**config.mk**
```make
export PLATFORM = sky130hd
export DESIGN_NAME = led_pattern_gen
export DESIGN_NICKNAME = d
export VERILOG_FILES = /design/src/rtl/led_pattern_gen_pkg.sv /design/src/rtl/led_pattern_gen_tick_divider.sv /design/src/rtl/led_pattern_gen.sv
export SDC_FILE = /design/constraint.sdc
export NUM_CORES = 1
export LEC_CHECK = 0
export BUFFER_PORTS_ARGS = -buffer_cell sky130_fd_sc_hd__buf_2
export CORE_MARGIN = 2
export CORE_UTILIZATION = 43
export DETAILED_ROUTE_END_ITERATION = 10
export PLACE_DENSITY_LB_ADDON = 0.2
export SLEW_MARGIN = 20
export SYNTH_ARGS = -nofsm -noshare
export SYNTH_HDL_FRONTEND = slang
export SYNTH_HIERARCHICAL = 1
export SYNTH_SLANG_ARGS = --single-unit
```
**constraint.sdc**
```tcl
create_clock -name mclk -period 2.73 [get_ports mclk]
set_input_delay 0.4095 -clock mclk [delete_from_list [all_inputs] [get_ports mclk]]
set_output_delay 0.4095 -clock mclk [all_outputs]
set_load 0.01 [all_outputs]
```
**src/rtl/led_pattern_gen_pkg.sv**
```systemverilog
// Shared types for the LED pattern engine.
//   mode_e : pattern select encoding (matches the 2-bit mode input)
//   dir_e  : bounce direction
//   mode_init_lit : whether a freshly selected mode starts with Led = 1 (else 0)
package led_pattern_gen_pkg;

  typedef enum logic [1:0] {
    ModeCount  = 2'd0,
    ModeRotate = 2'd1,
    ModeBounce = 2'd2,
    ModeBlink  = 2'd3
  } mode_e;

  typedef enum logic {
    DirLeft  = 1'b0,
    DirRight = 1'b1
  } dir_e;

  // ROTATE and BOUNCE need a single lit LED to be meaningful; COUNT and BLINK start dark.
  function automatic logic mode_init_lit(input mode_e m);
    return (m == ModeRotate) || (m == ModeBounce);
  endfunction

endpackage

```
**src/rtl/led_pattern_gen_tick_divider.sv**
```systemverilog
// Programmable prescaler producing one pattern step every div_reg+1 cycles.
//   mclk  : clock, rising edge
//   rst   : synchronous active-high reset (cnt=0, div_reg=DEFAULT_DIV, tick=0)
//   clr   : restart the period (cnt=0, tick=0); beats load and hold
//   load  : load value into div_reg and restart the period; beats hold
//   value : new reload value
//   hold  : freeze cnt, force tick low
//   tick  : registered one-cycle pulse on each step
//   step  : combinational "a step happens at this edge" for same-cycle pattern update
module tick_divider
  import led_pattern_gen_pkg::*;
#(
  parameter int unsigned         DIV_W       = 24,
  parameter logic [DIV_W-1:0]    DEFAULT_DIV = DIV_W'(12_499_999)
) (
  input  logic             mclk,
  input  logic             rst,
  input  logic             clr,
  input  logic             load,
  input  logic [DIV_W-1:0] value,
  input  logic             hold,
  output logic             tick,
  output logic             step
);

  logic [DIV_W-1:0] r_cnt;
  logic [DIV_W-1:0] r_div;
  logic             r_tick;
  logic             w_wrap;

  assign w_wrap = (r_cnt == r_div);
  assign step   = !clr && !load && !hold && w_wrap;
  assign tick   = r_tick;

  always_ff @(posedge mclk) begin
    if (rst) begin
      r_cnt  <= '0;
      r_div  <= DEFAULT_DIV;
      r_tick <= 1'b0;
    end else if (clr) begin
      r_cnt  <= '0;
      r_tick <= 1'b0;
    end else if (load) begin
      r_div  <= value;
      r_cnt  <= '0;
      r_tick <= 1'b0;
    end else if (hold) begin
      r_tick <= 1'b0;
    end else if (w_wrap) begin
      r_cnt  <= '0;
      r_tick <= 1'b1;
    end else begin
      r_cnt  <= r_cnt + DIV_W'(1);
      r_tick <= 1'b0;
    end
  end

endmodule

```
**src/rtl/led_pattern_gen.sv**
```systemverilog
// LED pattern engine: prescaled steps drive one of COUNT / ROTATE / BOUNCE / BLINK.
//   mclk      : clock, rising edge
//   rst       : synchronous active-high reset
//   mode      : pattern select (0 COUNT, 1 ROTATE, 2 BOUNCE, 3 BLINK)
//   div_load  : one-cycle strobe loading div_value as the new reload value
//   div_value : reload value, step period = div_value+1 cycles
//   pause     : freeze prescaler and pattern
//   Led       : registered LED drive, bit0 = rightmost
//   tick      : registered one-cycle pulse on each step, aligned with the new Led value
module led_pattern_gen
  import led_pattern_gen_pkg::*;
#(
  parameter int unsigned      LED_W       = 4,
  parameter int unsigned      DIV_W       = 24,
  parameter logic [DIV_W-1:0] DEFAULT_DIV = DIV_W'(12_499_999)
) (
  input  logic             mclk,
  input  logic             rst,
  input  logic [1:0]       mode,
  input  logic             div_load,
  input  logic [DIV_W-1:0] div_value,
  input  logic             pause,
  output logic [LED_W-1:0] Led,
  output logic             tick
);

  mode_e             r_mode;
  dir_e              r_dir;
  logic [LED_W-1:0]  r_led;

  mode_e             w_mode;
  logic              w_mode_chg;
  logic              w_step;
  logic              w_onehot;
  logic [LED_W-1:0]  w_led_step;
  dir_e              w_dir_step;

  assign w_mode     = mode_e'(mode);
  assign w_mode_chg = (w_mode != r_mode);
  assign Led        = r_led;

  tick_divider #(
    .DIV_W       (DIV_W),
    .DEFAULT_DIV (DEFAULT_DIV)
  ) u_tick_divider (
    .mclk  (mclk),
    .rst   (rst),
    .clr   (w_mode_chg),
    .load  (div_load),
    .value (div_value),
    .hold  (pause),
    .tick  (tick),
    .step  (w_step)
  );

  assign w_onehot = (r_led != '0) && ((r_led & (r_led - LED_W'(1))) == '0);

  // Pattern value after one step from the current state.
  always_comb begin
    w_led_step = r_led;
    w_dir_step = r_dir;
    unique case (r_mode)
      ModeCount:  w_led_step = r_led + LED_W'(1);
      // Shift-or form also covers LED_W=1, where it reduces to a hold.
      ModeRotate: w_led_step = (r_led << 1) | (r_led >> (LED_W - 1));
      ModeBounce: begin
        if (LED_W == 1) begin
          w_led_step = LED_W'(1);
        end else if (!w_onehot) begin
          // Recover from a corrupted pattern by restarting at the right end.
          w_led_step = LED_W'(1);
          w_dir_step = DirLeft;
        end else if (r_dir == DirLeft) begin
          w_led_step = r_led << 1;
          if (w_led_step[LED_W-1]) w_dir_step = DirRight;
        end else begin
          w_led_step = r_led >> 1;
          if (w_led_step[0]) w_dir_step = DirLeft;
        end
      end
      ModeBlink:  w_led_step = ~r_led;
      default:    w_led_step = r_led;
    endcase
  end

  always_ff @(posedge mclk) begin
    if (rst) begin
      r_mode <= ModeCount;
      r_dir  <= DirLeft;
      r_led  <= '0;
    end else if (w_mode_chg) begin
      r_mode <= w_mode;
      r_dir  <= DirLeft;
      r_led  <= mode_init_lit(w_mode) ? LED_W'(1) : '0;
    end else if (w_step) begin
      r_led  <= w_led_step;
      r_dir  <= w_dir_step;
    end
  end

endmodule

```
==> metrics.md <==
| Metric | Value |
|---|---|
| Final hold violations | `0` |
| Register area share after synthesis | `0.3899` |
| Fillcell total | `631` |
| Status | `finished, violations left` |
| Largest net degree at the start of global routing | `20` |
| Endpoint type of the worst setup path | `register` |
| Largest fanout on the critical path | `5` |
| WL/cell | `13.66 um` |
| Gate power share | `0.104` |
| Reg2reg path depth | `8` |
| Int Pwr | `0.001104 W` |
| Placeable Area | `0.006422 mm2` |
| Slowest library cell on the worst path | `or4b_1` |
| EDFF count, synth | `0` |
| Number of diodes | `0` |
| Kind of cell adding the most delay to the critical path | `simple AND/OR/NAND/NOR gates` |
| Levels on crit path | `8` |
| Area Overhead vs Synth | `10.62%` |
| Final GP Congestion | `0.8590` |
| Switch Pwr | `0.0004002 W` |
| Crit-path max cell delay | `540 ps` |
| Port Buffer Count | `34` |
| Resized cells post-CTS | `0` |
| # hold bufs at CTS | `0` |
| Cell row count | `29` |
| Vias per cell | `5.162` |
| Main synth FF type | `dfxtp_1` |
| RR Startpoint | `u_tick_divider/r_cnt[4]` |
| WP data arrival | `2710 ps` |
| Finish-stage setup viols | `0` |
| Synth top area share | `0.3899` |
| Fin crit share | `0.9094` |
| WHS Path Cells | `3` |
| Total GRT Usage | `0.1758` |
| Ys async rst share | `0` |
| Multi-input gate area | `0.001603 mm2` |
| H-tree depth | `2` |
| Die Y-Extent | `85.77 um` |
| Power per cell area | `473.1 mW/mm2` |
| DRC violation count after routing | `1` |
| Clock share of power | `0.316` |
| Slew HR | `0.5561` |
| Syn Inst Count | `345` |
| Reg2reg setup slack | `250 ps` |
| Vias in the first global route | `2123` |
| Final nets | `405` |
| CP Launch Point | `u_tick_divider/r_cnt[4]` |
| Final Skew | `6.256 ps` |
| Top post-synthesis cells by area | `dfxtp_1, xor2_1, nand2_1, nand3b_1, xnor2_1` |
| CTS clk-pin slew, worst paths | `110 ps` |
| Cell area after synthesis | `0.002875 mm2` |
| Crit path capture | `Led[2]` |
| Max-Cap Viols | `0` |
| Io pins | `35` |
| Antenna violations before repair | `0` |
| Sequential share of power | `0.579` |
| Failing checks | `DRC` |
| Initial Utilization | `0.4477` |
| Final Critical Period | `2483 ps` |
| Synthesized Nets | `378` |
| Count of different cell masters after synthesis | `47` |
| Fmax | `0.4028 GHz` |
| Max IR drop VDD | `0.3650 mV` |
| Post-CTS Setup Inserts | `0` |
| Synth area leader | `dfxtp_1` |
| Final Max Tran Viols | `0` |
| Actual slew at the worst max-slew pin | `664.0 ps` |
| Post-DP HPWL | `4.600 mm` |
| Cell Chain, Critical Path | `xor2_1 > nor4_1 > nand4_1 > or2_2 > nor3_1 > inv_1 > or4b_1 > o32ai_1` |
| Crit Path Class | `register to register` |
| Number of DRC markers in iteration 0 | `137` |
| RSZ-0062 raised after global routing | `no` |
| #FFs+latches synth | `56` |
| Register Area | `0.001121 mm2` |
| Final Core Density | `0.4952` |
| DIE AREA | `0.007356 mm2` |
| Setup crit start kind | `register` |
| YS warnings | `6` |
| TritonCTS Sinks | `56` |
| Antenna Nets Post-Route | `0` |
| Final wirelength | `6.147 mm` |
| R2r endpoint | `Led[2]` |
| Total grt overflow | `0` |
| Worst-Skew Late Latency | `310 ps` |
| Syn Area/Cell | `8.334 um2` |
| Worst hold path type | `input pin to register` |
| Lkg Pwr | `1.223 nW` |
| Cts bufs inserted | `5` |
| CTS root buf | `clkbuf_8` |
| WP buf/inv | `1` |
| CTS Buffer Depth | `2` |
| Net Sw Frac | `0.2660` |
| Die X | `85.77 um` |
| First-pass GRT wire length | `10.26 mm` |
| Via Count | `2323` |
| Setup TNS | `0 ps` |
| Share of cells above drive strength 1 | `0.1662` |
| CP required | `2950 ps` |
| CTS tree | `done` |
| DR pass1 iterations | `8` |
Yosys cell counts, types with 2 or more instances:
cell type and number:
nand2_1 61, dfxtp_1 56, xor2_1 37, nor2_1 32, nand3b_1 17, a21oi_1 15, xnor2_1 14, inv_1 11
clkbuf_1 10, nand4_1 10, nand3_1 8, nor2b_1 6, or3_1 6, buf_2 5, nor3_1 5, nor4_1 5
a31oi_1 3, buf_6 3, ha_1 3, nor3_2 3, o21ai_0 3, and3_1 2, clkbuf_2 2, mux2i_1 2
nand2b_1 2, o32ai_1 2, or2_2 2
worst min-delay path: cells and delay by family:
family,cells,cell delay [ps]
simple gates,2,100
buf+inv,1,70
metrics by stage:
step | cell area [um2] | worst slack (ps) | hold slack (ps) | cells | power, W
after floorplan | 2875 | 284.4 | 447.8 | 345 | 0.0009890
after global placement | 3084 | 357.5 | 462.6 | 442 | 0.001046
after detailed placement | 3084 | 307.7 | 462.7 | 442 | 0.001048
after CTS | 3181 | 279.1 | 291.8 | 450 | 0.001523
after global routing | 3181 | 100.6 | 298.0 | 450 | 0.001580
final | 3181 | 247.3 | 300.9 | 450 | 0.001505
metal layers:
metal / up-vias / track usage / wire length (um)
li1: 1207 / - / -
met1: 1061 / 0.2619 / 3260
met2: 49 / 0.2642 / 2593
met3: 6 / 0.03272 / 231
met4: 0 / 0.03896 / 63
met5: - / 0 / 0
power by group through the flow:
stage | Combinational [W] | Clock (W) | Sequential [W]
6_report | 0.000157 | 0.000476 | 0.000871
5_1_grt | 0.000178 | 0.000527 | 0.000875
4_1_cts | 0.000158 | 0.000493 | 0.000871
3_5_place_dp | 0.000158 | 0 | 0.000890
3_3_place_gp | 0.000156 | 0 | 0.000890
2_1_floorplan | 0.000112 | 0 | 0.000877
cells by family after synthesis:
family                   synth area share
buffers and inverters             0.05265
AO/OA/AOI/OAI                     0.07485
XOR/XNOR                           0.1554
adder cells (fa/ha/maj)           0.01306
flip-flops                         0.3899
AND/OR/NAND/NOR                    0.3072
multiplexers                     0.006963
flip-flops by register name, summed over array words and instances, names as in the netlist:
| name | cells |
|---|---|
| Led | 4 |
| u_tick_divider/r_div | 24 |
| r_dir | 1 |
| r_mode | 2 |
| u_tick_divider/tick | 1 |
| u_tick_divider/r_cnt | 24 |
placed cells by master (no fill, tap or decap), types with 2 or more instances in the layout:
cell type,n
nor4_1,5
buf_4,7
nand2_1,61
nor2_1,32
o21ai_0,3
nand2b_1,2
dfxtp_1,56
nor3_1,5
xnor2_1,14
nor2b_1,6
or2_2,2
nand3_1,8
nand3b_1,17
clkbuf_8,5
nand4_1,10
and3_1,2
nor3_2,3
o32ai_1,2
a31oi_1,3
ha_1,3
mux2i_1,2
buf_2,34
xor2_1,37
a21oi_1,15
inv_1,11
or3_1,6
worst min path at each step:
stage	start	endpoint	slack (ps)
2_1_floorplan	u_tick_divider/r_div[14]	u_tick_divider/r_div[14]	450
3_3_place_gp	u_tick_divider/r_div[16]	u_tick_divider/r_div[16]	460
3_5_place_dp	u_tick_divider/r_div[16]	u_tick_divider/r_div[16]	460
4_1_cts	div_value[17]	u_tick_divider/r_div[17]	290
5_1_grt	div_value[15]	u_tick_divider/r_div[15]	300
6_report	div_value[19]	u_tick_divider/r_div[19]	300
final cells by class:
class	instances	share of cell area
clock buffers	5	0.02164
clock inverters	3	0.008655
inverters	11	0.01298
multi-input cells	257	0.5039
flip-flops and latches	56	0.3525
well taps	77	0.03029
repair buffers	41	0.07002
Note: power is estimated with default switching activity, not from simulation.
